### src/rtl/trace_dump_controller_if.sv
// Valid/ready beat stream carrying trace entries out of the dump controller.
interface trace_dump_controller_if #(
  parameter int W = 256
);
  logic         dump_valid;
  logic         dump_ready;
  logic [W-1:0] dump_data;
  logic         dump_cf;
  logic         dump_last;

  modport master (output dump_valid, dump_data, dump_cf, dump_last, input dump_ready);
  modport slave  (input dump_valid, dump_data, dump_cf, dump_last, output dump_ready);
endinterface

### src/rtl/trace_dump_controller.sv
// Enables/counts trace capture while idle; on dump_start freezes the circular
// trace buffer and streams its valid entries oldest-first with backpressure.
module trace_dump_controller #(
  parameter int N            = 8,
  parameter int DATA_WIDTH   = 32,
  parameter int TB_SIZE      = 64,
  parameter int READ_LATENCY = 2,
  parameter int FIFO_DEPTH   = READ_LATENCY + 2,
  localparam int AW = $clog2(TB_SIZE),
  localparam int CW = $clog2(TB_SIZE + 1),
  localparam int W  = N * DATA_WIDTH
) (
  input  logic                         clk,
  input  logic                         reset,
  input  logic                         trace_enable,
  input  logic                         dump_start,
  input  logic                         tb_wr_commit,
  input  logic [AW-1:0]                tb_ptr_in,
  output logic                         tracing,
  output logic [AW-1:0]                tb_read_address,
  input  logic [W-1:0]                 tb_data_in,
  input  logic                         tb_cf_in,
  trace_dump_controller_if.master      dump,
  output logic                         busy,
  output logic                         dump_done
);
  localparam int FW  = (FIFO_DEPTH > 1) ? $clog2(FIFO_DEPTH) : 1;
  localparam int FCW = $clog2(FIFO_DEPTH + 1);
  localparam logic [CW-1:0] FULL = CW'(TB_SIZE);

  typedef enum logic [1:0] {IDLE, FREEZE, READ, DONE} state_e;

  state_e                state_q;
  logic [CW-1:0]         fill_q, issue_left_q, beats_left_q;
  logic [AW-1:0]         rd_ptr_q, addr_q, rd_ptr_d;
  logic                  tracing_q, busy_q, done_q;
  logic [READ_LATENCY:0] vld_pipe_q;
  logic [W:0]            fifo_mem [FIFO_DEPTH];
  logic [FW-1:0]         wr_idx_q, rd_idx_q;
  logic [FCW-1:0]        fcnt_q;
  logic                  push, pop, issue, credit_ok;
  int                    inflight;

  function automatic logic [AW-1:0] ptr_inc(input logic [AW-1:0] p);
    return (p == AW'(TB_SIZE - 1)) ? '0 : p + AW'(1);
  endfunction

  function automatic logic [FW-1:0] fifo_inc(input logic [FW-1:0] p);
    return (p == FW'(FIFO_DEPTH - 1)) ? '0 : p + FW'(1);
  endfunction

  // Credit counts every read already issued but not yet in the FIFO; a pop
  // this cycle frees a slot, which keeps the stream bubble-free.
  always_comb begin
    inflight = 0;
    for (int i = 0; i <= READ_LATENCY; i++) inflight += int'(vld_pipe_q[i]);
  end

  assign push      = vld_pipe_q[READ_LATENCY];
  assign pop       = dump.dump_valid & dump.dump_ready;
  assign credit_ok = (int'(fcnt_q) + inflight - int'(pop)) < FIFO_DEPTH;
  assign issue     = (state_q == READ) && (issue_left_q != '0) && credit_ok;
  assign rd_ptr_d  = (fill_q == FULL) ? ptr_inc(tb_ptr_in) : '0;

  assign dump.dump_valid = (fcnt_q != '0);
  assign dump.dump_data  = fifo_mem[rd_idx_q][W-1:0];
  assign dump.dump_cf    = fifo_mem[rd_idx_q][W];
  assign dump.dump_last  = dump.dump_valid && (beats_left_q == CW'(1));
  assign tracing         = tracing_q;
  assign tb_read_address = addr_q;
  assign busy            = busy_q;
  assign dump_done       = done_q;

  always_ff @(posedge clk) begin
    if (push) fifo_mem[wr_idx_q] <= {tb_cf_in, tb_data_in};
  end

  always_ff @(posedge clk) begin
    if (reset) begin
      state_q      <= IDLE;
      fill_q       <= '0;
      issue_left_q <= '0;
      beats_left_q <= '0;
      rd_ptr_q     <= '0;
      addr_q       <= '0;
      tracing_q    <= 1'b0;
      busy_q       <= 1'b0;
      done_q       <= 1'b0;
      vld_pipe_q   <= '0;
      wr_idx_q     <= '0;
      rd_idx_q     <= '0;
      fcnt_q       <= '0;
    end else begin
      done_q     <= 1'b0;
      vld_pipe_q <= {vld_pipe_q[READ_LATENCY-1:0], issue};
      if (push) wr_idx_q <= fifo_inc(wr_idx_q);
      if (pop)  rd_idx_q <= fifo_inc(rd_idx_q);
      case ({push, pop})
        2'b10:   fcnt_q <= fcnt_q + FCW'(1);
        2'b01:   fcnt_q <= fcnt_q - FCW'(1);
        default: fcnt_q <= fcnt_q;
      endcase
      if (issue) begin
        addr_q       <= rd_ptr_q;
        rd_ptr_q     <= ptr_inc(rd_ptr_q);
        issue_left_q <= issue_left_q - CW'(1);
      end
      if (pop) beats_left_q <= beats_left_q - CW'(1);

      case (state_q)
        IDLE: begin
          tracing_q <= trace_enable;
          if (tb_wr_commit && tracing_q && fill_q != FULL) fill_q <= fill_q + CW'(1);
          if (dump_start) begin
            tracing_q <= 1'b0;
            busy_q    <= 1'b1;
            state_q   <= FREEZE;
          end
        end
        // A commit coincident with dump_start has landed in fill_q/tb_ptr_in by now.
        FREEZE: begin
          rd_ptr_q     <= rd_ptr_d;
          issue_left_q <= fill_q;
          beats_left_q <= fill_q;
          if (fill_q == '0) begin
            state_q <= DONE;
            done_q  <= 1'b1;
          end else begin
            state_q <= READ;
          end
        end
        READ: begin
          if (pop && beats_left_q == CW'(1)) begin
            state_q <= DONE;
            done_q  <= 1'b1;
          end
        end
        default: begin
          fill_q    <= '0;
          tracing_q <= trace_enable;
          busy_q    <= 1'b0;
          state_q   <= IDLE;
        end
      endcase
    end
  end
endmodule
### src/flat_wrapper.sv
// flat-port wrapper written by rule: the top's interface ports become plain ports
module trace_dump_controller_flat 
#(
  parameter int N            = 8,
  parameter int DATA_WIDTH   = 32,
  parameter int TB_SIZE      = 64,
  parameter int READ_LATENCY = 2,
  parameter int FIFO_DEPTH   = READ_LATENCY + 2,
  localparam int AW = $clog2(TB_SIZE),
  localparam int CW = $clog2(TB_SIZE + 1),
  localparam int W  = N * DATA_WIDTH
)
  (clk, reset, trace_enable, dump_start, tb_wr_commit, tb_ptr_in, tracing, tb_read_address, tb_data_in, tb_cf_in, busy, dump_done, dump_dump_valid, dump_dump_data, dump_dump_cf, dump_dump_last, dump_dump_ready);
  trace_dump_controller_if dump_i ();
  input  logic clk;
  input  logic reset;
  input  logic trace_enable;
  input  logic dump_start;
  input  logic tb_wr_commit;
  input  logic [AW-1:0] tb_ptr_in;
  output logic tracing;
  output logic [AW-1:0] tb_read_address;
  input  logic [W-1:0] tb_data_in;
  input  logic tb_cf_in;
  output logic busy;
  output logic dump_done;
  output wire logic [$bits(dump_i.dump_valid)-1:0] dump_dump_valid;
  output wire logic [$bits(dump_i.dump_data)-1:0] dump_dump_data;
  output wire logic [$bits(dump_i.dump_cf)-1:0] dump_dump_cf;
  output wire logic [$bits(dump_i.dump_last)-1:0] dump_dump_last;
  input wire logic [$bits(dump_i.dump_ready)-1:0] dump_dump_ready;
  assign dump_dump_valid = dump_i.dump_valid;
  assign dump_dump_data = dump_i.dump_data;
  assign dump_dump_cf = dump_i.dump_cf;
  assign dump_dump_last = dump_i.dump_last;
  assign dump_i.dump_ready = dump_dump_ready;
  trace_dump_controller #(.N(N), .DATA_WIDTH(DATA_WIDTH), .TB_SIZE(TB_SIZE), .READ_LATENCY(READ_LATENCY), .FIFO_DEPTH(FIFO_DEPTH)) u_core (.clk(clk), .reset(reset), .trace_enable(trace_enable), .dump_start(dump_start), .tb_wr_commit(tb_wr_commit), .tb_ptr_in(tb_ptr_in), .tracing(tracing), .tb_read_address(tb_read_address), .tb_data_in(tb_data_in), .tb_cf_in(tb_cf_in), .dump(dump_i), .busy(busy), .dump_done(dump_done));
endmodule
### config.mk
export PLATFORM = sky130hd
export DESIGN_NAME = trace_dump_controller_flat
export DESIGN_NICKNAME = d
export VERILOG_FILES = /design/src/rtl/trace_dump_controller_if.sv /design/src/rtl/trace_dump_controller.sv /design/src/flat_wrapper.sv
export SDC_FILE = /design/constraint.sdc
export NUM_CORES = 1
export LEC_CHECK = 0
export CORE_AREA = 2 2 314 238
export DETAILED_ROUTE_END_ITERATION = 6
export DIE_AREA = 0 0 316 240
export DONT_BUFFER_PORTS = 1
export HOLD_SLACK_MARGIN = 0.06
export PLACE_DENSITY_LB_ADDON = 0.25
export SLEW_MARGIN = 20
export SYNTH_ARGS = -nofsm -noshare
export SYNTH_HDL_FRONTEND = slang
export SYNTH_SLANG_ARGS = --single-unit
### constraint.sdc
create_clock -name clk -period 8.46 [get_ports clk]
set_input_delay 1.269 -clock clk [delete_from_list [all_inputs] [get_ports clk]]
set_output_delay 1.269 -clock clk [all_outputs]
set_load 0.02 [all_outputs]
Word-level counts from Yosys, hierarchy flattened
Memories as Yosys holds them, arrays and structs flattened. A register that Yosys moved wholly into a read port is not among the register bits.
Cells that the tools add are included.
{"block": "op_classes", "addsub": 13, "order_cmp": 1, "eq_ne": 14, "muxes": 29, "bitwise_logic": 2, "n_reduce_logical": 17}
{"op": "7-bit 2-to-1 mux", "n": 5}
{"op": "32-bit by 2-bit adder with 32-bit output", "n": 1}
{"op": "4-bit by 32-bit adder with 32-bit output", "n": 1}
{"op": "32-bit by 4-bit less-than comparator with 1-bit output (second input constant)", "n": 1}
{"op": "32-bit by 2-bit subtractor with 32-bit output", "n": 1}
{"op": "6-bit 2-to-1 mux", "n": 5}
{"op": "7-bit case mux with 2 select lines", "n": 1}
{"op": "7-bit by 1-bit subtractor with 7-bit output (second input constant)", "n": 2}
{"op": "6-bit by 1-bit adder with 6-bit output (second input constant)", "n": 2}
{"op": "6-bit == test (second input constant)", "n": 2}
{"op": "2-bit 2-to-1 mux", "n": 6}
{"op": "2-bit == test (second input constant)", "n": 4}
{"op": "7-bit by 1-bit adder with 7-bit output (second input constant)", "n": 1}
{"op": "7-bit by 1-bit == test with 1-bit output (second input constant)", "n": 1}
{"op": "7-bit == test (second input constant)", "n": 1}
{"op": "7-bit zero test", "n": 1}
{"op": "1-bit 2-to-1 mux", "n": 7}
{"op": "7-bit != test (second input constant)", "n": 1}
{"op": "7-bit nonzero test", "n": 1}
{"op": "1-bit logical AND", "n": 6}
{"op": "1-bit case mux with 2 select lines", "n": 3}
{"op": "2-bit case mux with 3 select lines", "n": 1}
{"op": "3-bit case mux with 2 select lines", "n": 1}
{"op": "2-bit AND reduction", "n": 3}
{"op": "other kinds (13)", "n": 18}
{"block": "word_totals", "ff_bits": 48, "ram_bits": 1028, "input_bits": 269, "out_inout_bits": 268, "wordCells": 90, "mem_count": 1}
{"memory": "u_core.fifo_mem", "depth": 4, "width": 257, "rd": 1, "rd_ports_with_merged_regs": 1, "write_ports": 1, "line": "trace_dump_controller.sv:38", "source": "logic [W:0] fifo_mem [FIFO_DEPTH];"}

Longest topological paths before layout
Gate-level depths: netlist (run 1).
{"block": "logic_depth", "word_depth": 8, "ltp_mapped": 17, "mapped_depth_nobuf": 15}

Least setup slack after synthesis (run 1)
No wires, ideal clock.
{"block": "synth_path", "kind": "reg2reg", "startpoint": "register u_core.wr_idx_q[0]", "endpoint": "memory u_core.fifo_mem[0][0] in the netlist's numbering (enable)", "setup_ns": 0.649, "arrival_time_ns": 6.368, "required_ns": 7.811, "slack_ns": 1.442, "path_stages_with_launch": 4, "n_path_buf": 0, "synth_period_minus_slack_ns": 7.018, "path_cell_list": "dfxtp_1 -> inv_1 -> ha_1 -> and2_1"}
{"item": "start, declared", "line": "trace_dump_controller.sv:39", "source": "logic [FW-1:0] wr_idx_q, rd_idx_q;"}
{"item": "start signal, assigned", "line": "trace_dump_controller.sv:96", "source": "if (push) wr_idx_q <= fifo_inc(wr_idx_q);"}
{"item": "end, declared", "line": "trace_dump_controller.sv:38"}
No word-level cell before the write port.

==> results.py, run 1 <==
metrics = {
    "grt": {
        "antenna_found_initial": 2,
        "grt_usage_pct": 20.3,
        "grt_overflow": 0,
        "grt_pass1_vias": 17500,
        "grt_pass1_wl_um": 113000,
        "grt_max_degree": 154,
    },
    "critical_path": {
        "crit_path_end_kind": "output pin",
        "cp-start-kind": "flop",
        "worstPathArrival_ns": 3.49,
        "r2r_slack_ns": 4.40,
        "ff2ff_path_depth": 15,
        "crit_required_ns": 7.19,
        "path_max_fanout": 85,
        "crit_type": "reg2out",
        "worstReg2RegStart": "u_core.fcnt_q[2]",
        "reg2reg_to": "u_core.issue_left_q[5]",
    },
    "routing": {
        "ant_nets": 0,
        "drt_iter0_markers": 1515,
        "post_drt_wl_per_cell_um": 27.8,
        "vias": 16700,
        "vias_per_cell": 6.00,
        "routed_wl_um": 77300,
        "drc": 0,
        "firstDrtPassIters": 4,
    },
    "floorplan": {
        "chipWidth_um": 316,
        "dieArea_mm2": 0.0758,
        "std_cell_rows": 86,
        "die_h_um": 240,
        "initial_utilization_pct": 54.6,
        "coreArea_mm2": 0.0728,
        "num_io_pins": 537,
    },
    "pwr": {
        "max-vdd-ir-drop_mv": 0.185,
        "power.density_mw_per_mm2": 248,
        "p_leak_nw": 13.3,
    },
    "timing": {
        "final.min_clock_period_ns": 4.76,
        "fin_tns_setup_ns": 0,
        "hold_violations": 0,
        "skew_ns": 0.0240,
        "worst-slew-pin-transition_ns": 1.34,
        "max_slew_margin_pct": 10.4,
        "setup_viol": 0,
        "slew_viol_final": 0,
        "fin_crit_sh_pct": 56.2,
        "rsz0062_at_grt": "no",
        "clock.fmax_mhz": 210,
    },
    "final_layout": {
        "final_nets": 2026,
        "utilization_pct": 60.5,
        "drive_gt1_share_pct": 24.0,
        "area_growth_pct": 10.8,
        "final_cells": 2779,
        "n_antenna_cell": 0,
        "final_area_mm2": 0.0440,
    },
    "synth": {
        "yosysSeqAreaShare_pct": 80.2,
        "synth_nets": 1969,
        "synthTopCellsByArea": "edfxtp_1, mux4_2, dfxtp_1, ha_1, buf_2",
        "yosys_warnings": 0,
        "avgSynthCellArea_um2": 23.8,
        "yosysTopAreaCellShare_pct": 77.7,
        "netlist_area_mm2": 0.0397,
        "synth_edf_count": 1028,
        "yosysMostFrequentCell": "edfxtp_1",
        "synth.distinct_cells": 58,
        "ys_ff_latch": 1078,
        "synth_commonest_cells": "edfxtp_1, mux4_2, dfxtp_1",
        "yosys.area.top_type": "edfxtp_1",
        "synth_ff_type": "edfxtp_1",
        "synth-async-reset-ratio_pct": 0,
        "syn_inst": 1673,
    },
    "clock_network": {
        "cts.clk_slew.worst_paths_ns": 0.06,
        "cts-htree-levels": 3,
        "cts_buffers": 101,
        "clock_latency_ns": 0.64,
        "clock_sinks": 1078,
        "post-cts-setup-buffers": 0,
        "cts_hold_buffers": 0,
        "cts_tree": "built",
        "root_buffer": "clkbuf_16",
        "clock_tree.buffer_depth": 3,
        "cts_resized": 0,
    },
    "hold_path": {
        "hold_end": "u_core.vld_pipe_q[1]",
        "hp-start": "u_core.vld_pipe_q[0]",
        "hp-class": "reg2reg",
        "hold_depth": 1,
    },
    "placement": {
        "dp_cells": 2592,
        "gp_congestion": 0.816,
        "placed_area_mm2": 0.0409,
        "port_buffers": 0,
        "dpl.hpwl_um": 46400,
    },
    "status": {
        "status": "complete, no violations",
    },
    "job": {
        "cap_violations": 0,
    },
}
## cells by family (layout without fill, tap and decap cells)
logic type	count (synthesis)	in the layout	share of synthesized area (%)
flops	1078	1078	80.2
mux	265	265	14.8
simple gates	106	106	1.40
buf+inv	102	240	1.06
compound gates	76	76	1.29
fa+ha+maj	27	27	0.869
xor+xnor	19	19	0.419
## state kept, by name (all words and copies together), names as in the netlist, named ones only
signal / count
u_core.dump_done: 1
u_core.rd_ptr_q: 6
u_core.beats_left_q: 7
u_core.fill_q: 7
u_core.rd_idx_q: 2
u_core.state_q: 2
u_core.fcnt_q: 3
u_core.fifo_mem: 1028
u_core.wr_idx_q: 2
u_core.tb_read_address: 6
u_core.tracing: 1
u_core.busy: 1
u_core.vld_pipe_q: 3
u_core.issue_left_q: 7
## power by group
group / total (mW) / leakage [nW] / internal, mW / switching (mW)
clock: 4.24 / 1.54 / 2.39 / 1.85
sequential: 6.02 / 9.65 / 5.93 / 0.0810
combinational: 0.668 / 2.10 / 0.255 / 0.413
## cells in the final DEF (no fill, tap or decap), drive strengths merged, types with 8 or more instances in the layout
| master | count |
|---|---|
| a21oi | 27 |
| nor2 | 26 |
| nand3 | 11 |
| xor2 | 9 |
| o21ai | 8 |
| nor3 | 8 |
| ha | 26 |
| clkbuf | 121 |
| mux2i | 8 |
| buf | 23 |
| dfxtp | 50 |
| and2 | 9 |
| clkinv | 48 |
| edfxtp | 1028 |
| nand2 | 21 |
| xnor2 | 10 |
| inv | 41 |
| mux4 | 257 |
## cell type report
type	instances	area [um^2]
repair buffers	23	267
multi-input cells	493	7470
clock buffers	121	2610
flip-flops and latches	1078	31900
inverters	33	124
fillers	4882	28800
well taps	968	1210
clock inverters	63	488
## routing by layer
metal / up-vias / global-route usage [%] / share of wire, %
li1: 7185 / - / -
met1: 8822 / 25.5 / 38
met2: 570 / 32.7 / 50
met3: 108 / 8.63 / 10
met4: 2 / 5.69 / 2.3
met5: - / 0 / 0.023
## worst max path at each step
stage | startpoint | endpoint | slack [ns] | depth (start not counted)
2_1_floorplan | u_core.wr_idx_q[0] | u_core.fifo_mem[0][0] | 1.44 | 3
3_3_place_gp | dump_dump_ready | u_core.issue_left_q[5] | 4.26 | 14
3_5_place_dp | dump_dump_ready | u_core.issue_left_q[5] | 4.10 | 14
4_1_cts | flop | dump_dump_data[150] | 3.59 | 2
5_1_grt | flop | dump_dump_data[169] | 3.35 | 3
6_report | flop | dump_dump_data[172] | 3.70 | 3
## through the flow
step | power, mW | setup WS, ns | hold slack (ns)
detailed placement | 6.80 | 4.10 | 0.463
global route | 11.3 | 3.35 | 0.481
floorplan | 6.65 | 1.44 | 0.442
finish | 10.9 | 3.70 | 0.470
CTS | 11.0 | 3.59 | 0.472
global placement | 6.77 | 4.26 | 0.454
## worst max-delay path, stage by stage (launching register included)
cell and delay (ns):
dfxtp_4 0.98, buf_12 0.42, buf_16 0.51, mux4_2 0.70
Power figures use the tool's default switching activity.
==> run 2, diff against run 1 <==
Clock period 8.46 ns to 4.6 ns, I/O delays scaled along.
==> run 2 against run 1 <==
Effect of this change:
- global-route usage grew 0.61 points
- routed wire length grew 4.0%
- setup slack lost 3.2 ns
- register-to-register slack lost 3.9 ns
- count of clock-buffer cells in the layout grew 2
- non-clock buffer count grew 23
- utilization grew 0.46 points
- clock skew shrank 0.0029 ns
- critical path depth grew 12
- combinational power grew 87%
- die area is the same
- critical endpoint is now u_core.rd_ptr_q[5]
- largest power group unchanged
==> results.py, run 2 (synthesized netlist as in run 1, its figures left out) <==
metrics = {
    "placement": {
        "dpl.hpwl_um": 48800,
        "dp_slack_ns": 0.547,
        "gp_congestion": 0.796,
        "placed_area_mm2": 0.0412,
        "port_buffers": 0,
    },
    "timing": {
        "slew_viol_final": 0,
        "final.min_clock_period_ns": 4.13,
        "fin_crit_sh_pct": 89.7,
        "clock.fmax_mhz": 242,
        "skew_ns": 0.0211,
        "hold_violations": 0,
        "fin_ws_ns": 0.472,
        "max_slew_margin_pct": 33.6,
        "worst-slew-pin-transition_ns": 0.997,
        "fin_tns_setup_ns": 0,
        "setup_viol": 0,
        "rsz0062_at_grt": "no",
    },
    "grt": {
        "antenna_found_initial": 1,
        "grt_pass1_vias": 17700,
        "grt_max_degree": 86,
        "grt_usage_pct": 20.9,
        "grt_overflow": 0,
        "grt_pass1_wl_um": 116000,
    },
    "clock_network": {
        "cts-htree-levels": 3,
        "cts_tree": "built",
        "clock_sinks": 1078,
        "root_buffer": "clkbuf_16",
        "cts_buffers": 99,
        "clock_tree.buffer_depth": 3,
        "cts_resized": 0,
        "clock_latency_ns": 0.66,
        "post-cts-setup-buffers": 0,
        "cts.clk_slew.worst_paths_ns": 0.06,
    },
    "floorplan": {
        "std_cell_rows": 86,
        "num_io_pins": 537,
        "initial_utilization_pct": 54.6,
        "dieArea_mm2": 0.0758,
        "chipWidth_um": 316,
        "die_h_um": 240,
        "coreArea_mm2": 0.0728,
    },
    "pwr": {
        "totalPowerFinal_mw": 20.2,
        "power.density_mw_per_mm2": 455,
        "max-vdd-ir-drop_mv": 0.329,
        "p_leak_nw": 13.4,
    },
    "final_layout": {
        "final_nets": 2047,
        "utilization_pct": 60.9,
        "area_growth_pct": 11.7,
        "final_cell_mix": "edfxtp_1, mux4_2, clkbuf_16",
        "final_common_cell": "edfxtp_1",
        "multi_input_area_mm2": 0.00747,
        "drive_gt1_share_pct": 24.7,
        "fill_cells": 4798,
        "largest_register_ffs": 1028,
        "regArea_mm2": 0.0319,
        "regMostFlops": "u_core.fifo_mem",
        "final_area_mm2": 0.0444,
    },
    "routing": {
        "vias_per_cell": 6.12,
        "vias": 17100,
        "post_drt_wl_per_cell_um": 28.7,
        "firstDrtPassIters": 5,
        "drc": 0,
        "ant_nets": 0,
        "routed_wl_um": 80400,
        "drt_iter0_markers": 1393,
    },
    "critical_path": {
        "crit_type": "reg2reg",
        "crit_required_ns": 5.20,
        "crit_path_end_kind": "flop",
        "cp-start-kind": "flop",
        "worstPathArrival_ns": 4.73,
        "path_max_fanout": 10,
    },
    "job": {
        "cap_violations": 0,
    },
    "status": {
        "status": "complete, no violations",
    },
    "hold_path": {
        "hp-class": "in2reg",
    },
}
run 2: routing by layer:
layer  wire (um)  vias up  track usage, %
li1            -     7226               -
met1       29500     9107            25.9
met2       39900      691            33.4
met3        9310      107            9.89
met4        1640        0            5.37
met5           0        -               0
run 2: stage by stage:
stage | hold slack, ns | cells
2_1_floorplan | 0.442 | 1673
3_3_place_gp | 0.449 | 2614
3_5_place_dp | 0.463 | 2615
4_1_cts | 0.0603 | 2797
5_1_grt | 0.0559 | 2799
6_report | 0.111 | 2799
run 2: area by class of cell:
cell class,count,share of cell area [%]
Sequential cell,1078,71.8
Multi-Input combinational cell,493,16.8
Clock buffer,123,5.95
Tap cell,968,2.73
Timing Repair Buffer,46,1.32
Clock inverter,57,1.07
Inverter,33,0.279
Antenna cell,1,0.00564
run 2: final timing paths:
path,from,end,slack [ns],depth (start not counted)
hold reg to reg,u_core.vld_pipe_q[0],u_core.vld_pipe_q[1],0.47,1
hold / removal,reset,u_core.fcnt_q[1],0.11,1
setup reg to reg,u_core.fcnt_q[2],u_core.rd_ptr_q[5],0.47,15
setup / recovery,u_core.fcnt_q[2],u_core.rd_ptr_q[5],0.47,15
run 2: report_power, final:
part           switching, mW  total [mW]  internal (mW)
logic                  0.765        1.25          0.490
registers              0.151        11.1           10.9
clock network           3.45        7.86           4.42
run 2: what timing repair did:
action                                 in CTS  in global routing
setup endpoints to repair                   0                  0
endpoints found under the hold margin       4                  1
hold buffers                                2                  1
run 2: critical path: stages, from the launching register on:
cell and delay [ns]:
dfxtp_1 0.34, or3_1 0.56, nand2_1 0.24, inv_2 0.13
ha_1 0.30, inv_1 0.04, ha_1 0.17, a21oi_1 0.31
nand2_1 0.09, a21oi_1 0.15, ha_1 0.24, o21ai_0 0.13
a31o_1 0.25, a221oi_1 0.69, o221ai_1 0.18, o21ba_1 0.24
==> run 3, diff against run 2 <==
Settings changed: CELL_PAD_IN_SITES_DETAIL_PLACEMENT set to 0, CELL_PAD_IN_SITES_GLOBAL_PLACEMENT set to 1.
==> run 3 against run 2 <==
Effect of this change:
- setup slack improved by 0.051 ns
- critical endpoint unchanged
- largest cell class unchanged
- clock skew rose by 0.0071 ns
- sequential cell count did not move
- count of clock-buffer cells in the layout fell by 5
==> results.py, run 3 (synthesized netlist as in run 1, its figures left out) <==
metrics = {
    "timing": {
        "fin_tns_setup_ns": 0,
        "max_slew_margin_pct": 29.3,
        "setup_viol": 0,
        "worst-slew-pin-transition_ns": 1.06,
        "skew_ns": 0.0281,
        "rsz0062_at_grt": "no",
        "clock.fmax_mhz": 245,
        "hold_violations": 0,
        "fin_crit_sh_pct": 88.6,
        "final.min_clock_period_ns": 4.08,
        "slew_viol_final": 0,
    },
    "floorplan": {
        "die_h_um": 240,
        "chipWidth_um": 316,
        "std_cell_rows": 86,
        "coreArea_mm2": 0.0728,
        "dieArea_mm2": 0.0758,
        "num_io_pins": 537,
        "initial_utilization_pct": 54.6,
    },
    "grt": {
        "antenna_found_initial": 1,
        "grt_usage_pct": 20.3,
        "grt_max_degree": 100,
        "grt_pass1_wl_um": 113000,
        "grt_overflow": 0,
        "grt_pass1_vias": 17200,
    },
    "routing": {
        "vias": 16900,
        "drt_iter0_markers": 1518,
        "drc": 0,
        "firstDrtPassIters": 6,
        "ant_nets": 0,
        "routed_wl_um": 77700,
        "vias_per_cell": 6.06,
        "post_drt_wl_per_cell_um": 27.9,
    },
    "final_layout": {
        "regMostFlops": "u_core.fifo_mem",
        "area_growth_pct": 11.5,
        "fill_cells": 4804,
        "final_area_mm2": 0.0443,
        "final_common_cell": "edfxtp_1",
        "largest_register_ffs": 1028,
        "final_nets": 2032,
        "drive_gt1_share_pct": 23.7,
        "final_cell_mix": "edfxtp_1, mux4_2, clkbuf_16",
        "n_antenna_cell": 0,
    },
    "clock_network": {
        "root_buffer": "clkbuf_16",
        "clock_tree.buffer_depth": 3,
        "cts-htree-levels": 3,
        "cts.clk_slew.worst_paths_ns": 0.06,
        "cts_buffers": 98,
        "clock_sinks": 1078,
        "cts_tree": "built",
        "clock_latency_ns": 0.66,
    },
    "critical_path": {
        "cp-start-kind": "flop",
        "crit_path_end_kind": "flop",
        "path_max_fanout": 10,
        "crit_type": "reg2reg",
        "crit_required_ns": 5.18,
        "worstPathArrival_ns": 4.66,
    },
    "pwr": {
        "p_comb_share_pct": 6.2,
        "p_sw_share_pct": 21.2,
        "p_sw_mw": 4.29,
        "clockPowerShare_pct": 39.1,
        "p_leak_nw": 13.3,
        "power.density_mw_per_mm2": 457,
        "pwr-share-seq_pct": 54.7,
        "p_int_mw": 15.9,
        "max-vdd-ir-drop_mv": 0.336,
        "totalPowerFinal_mw": 20.2,
    },
    "hold_path": {
        "hp-class": "in2reg",
    },
    "placement": {
        "placed_area_mm2": 0.0411,
        "port_buffers": 0,
        "dpl.hpwl_um": 46700,
        "gp_congestion": 0.789,
    },
    "status": {
        "status": "complete, no violations",
    },
    "job": {
        "cap_violations": 0,
    },
}
==> run 3: cell types whose count changed in the layout (fill, tap and decap cells not counted), sizes merged <==
| cell | previous run | this run |
|---|---|---|
| buf | 43 | 29 |
| bufinv | 6 | 11 |
| clkbuf | 123 | 118 |
| clkinv | 40 | 41 |
| clkinvlp | 5 | 3 |
| diode | 1 | 0 |
==> run 3: layer usage <==
metal  global-route usage (%)  part of all wire, %  vias to the layer above
li1                         -                    -                     7199
met1                     25.6                   37                     8960
met2                     32.6                   50                      584
met3                     8.25                   10                      114
met4                     5.72                  2.2                        2
met5                        0                0.012                        -
==> run 3: timing repair <==
item	4_1_cts	5_1_grt
endpoints found under the hold margin	7	0
hold buffers	3	0
setup buffers	0	0
resized for setup	0	0
==> run 3: critical path, stage by stage, from the launching register on <==
cell and delay, ns:
dfxtp_1 0.34, or3_1 0.54, nand2_1 0.23, inv_2 0.13
ha_1 0.30, inv_1 0.04, ha_1 0.16, a21oi_1 0.26
nand2_1 0.09, a21oi_1 0.17, ha_1 0.25, o21ai_0 0.13
a31o_1 0.25, a221oi_1 0.67, o221ai_1 0.18, o21ba_1 0.24
==> run 3: worst paths after layout <==
path                              from                   end  slack, ns  cells after the start
hold / removal                   reset     u_core.state_q[1]       0.12                      1
hold reg to reg   u_core.vld_pipe_q[1]  u_core.vld_pipe_q[2]       0.46                      1
setup / recovery      u_core.fcnt_q[2]    u_core.rd_ptr_q[5]       0.52                     15
setup reg to reg      u_core.fcnt_q[2]    u_core.rd_ptr_q[5]       0.52                     15
==> run 3: final cells by class <==
class | count | area, um^2 | share of cell area, %
inverter | 33 | 124 | 0.280
tap | 968 | 1210 | 2.73
timing repair buffer | 32 | 485 | 1.10
clock buffer | 118 | 2530 | 5.71
multi-input combinational | 493 | 7470 | 16.9
sequential | 1078 | 31900 | 72.0
clock inverter | 61 | 604 | 1.36
==> run 3: power by group through the flow <==
| stage | registers (mW) | clock network [mW] | logic, mW |
|---|---|---|---|
| after global routing | 11.1 | 8.47 | 1.36 |
| after CTS | 11.1 | 8.10 | 1.26 |
| after global placement | 11.3 | 0 | 1.24 |
| after detailed placement | 11.3 | 0 | 1.25 |
| after floorplan | 11.2 | 0 | 1.00 |
| final | 11.1 | 7.91 | 1.25 |
==> run 3: stage by stage <==
stage | std cells | setup WS, ns | hold slack [ns] | utilization, %
floorplan | 1673 | 0.460 | 0.442 | -
global placement | 2601 | 0.716 | 0.448 | 56.5
detailed placement | 2601 | 0.558 | 0.461 | 56.5
CTS | 2783 | 0.531 | 0.0604 | 60.8
global route | 2783 | 0.136 | 0.0653 | 60.8
finish | 2783 | 0.523 | 0.116 | 60.8
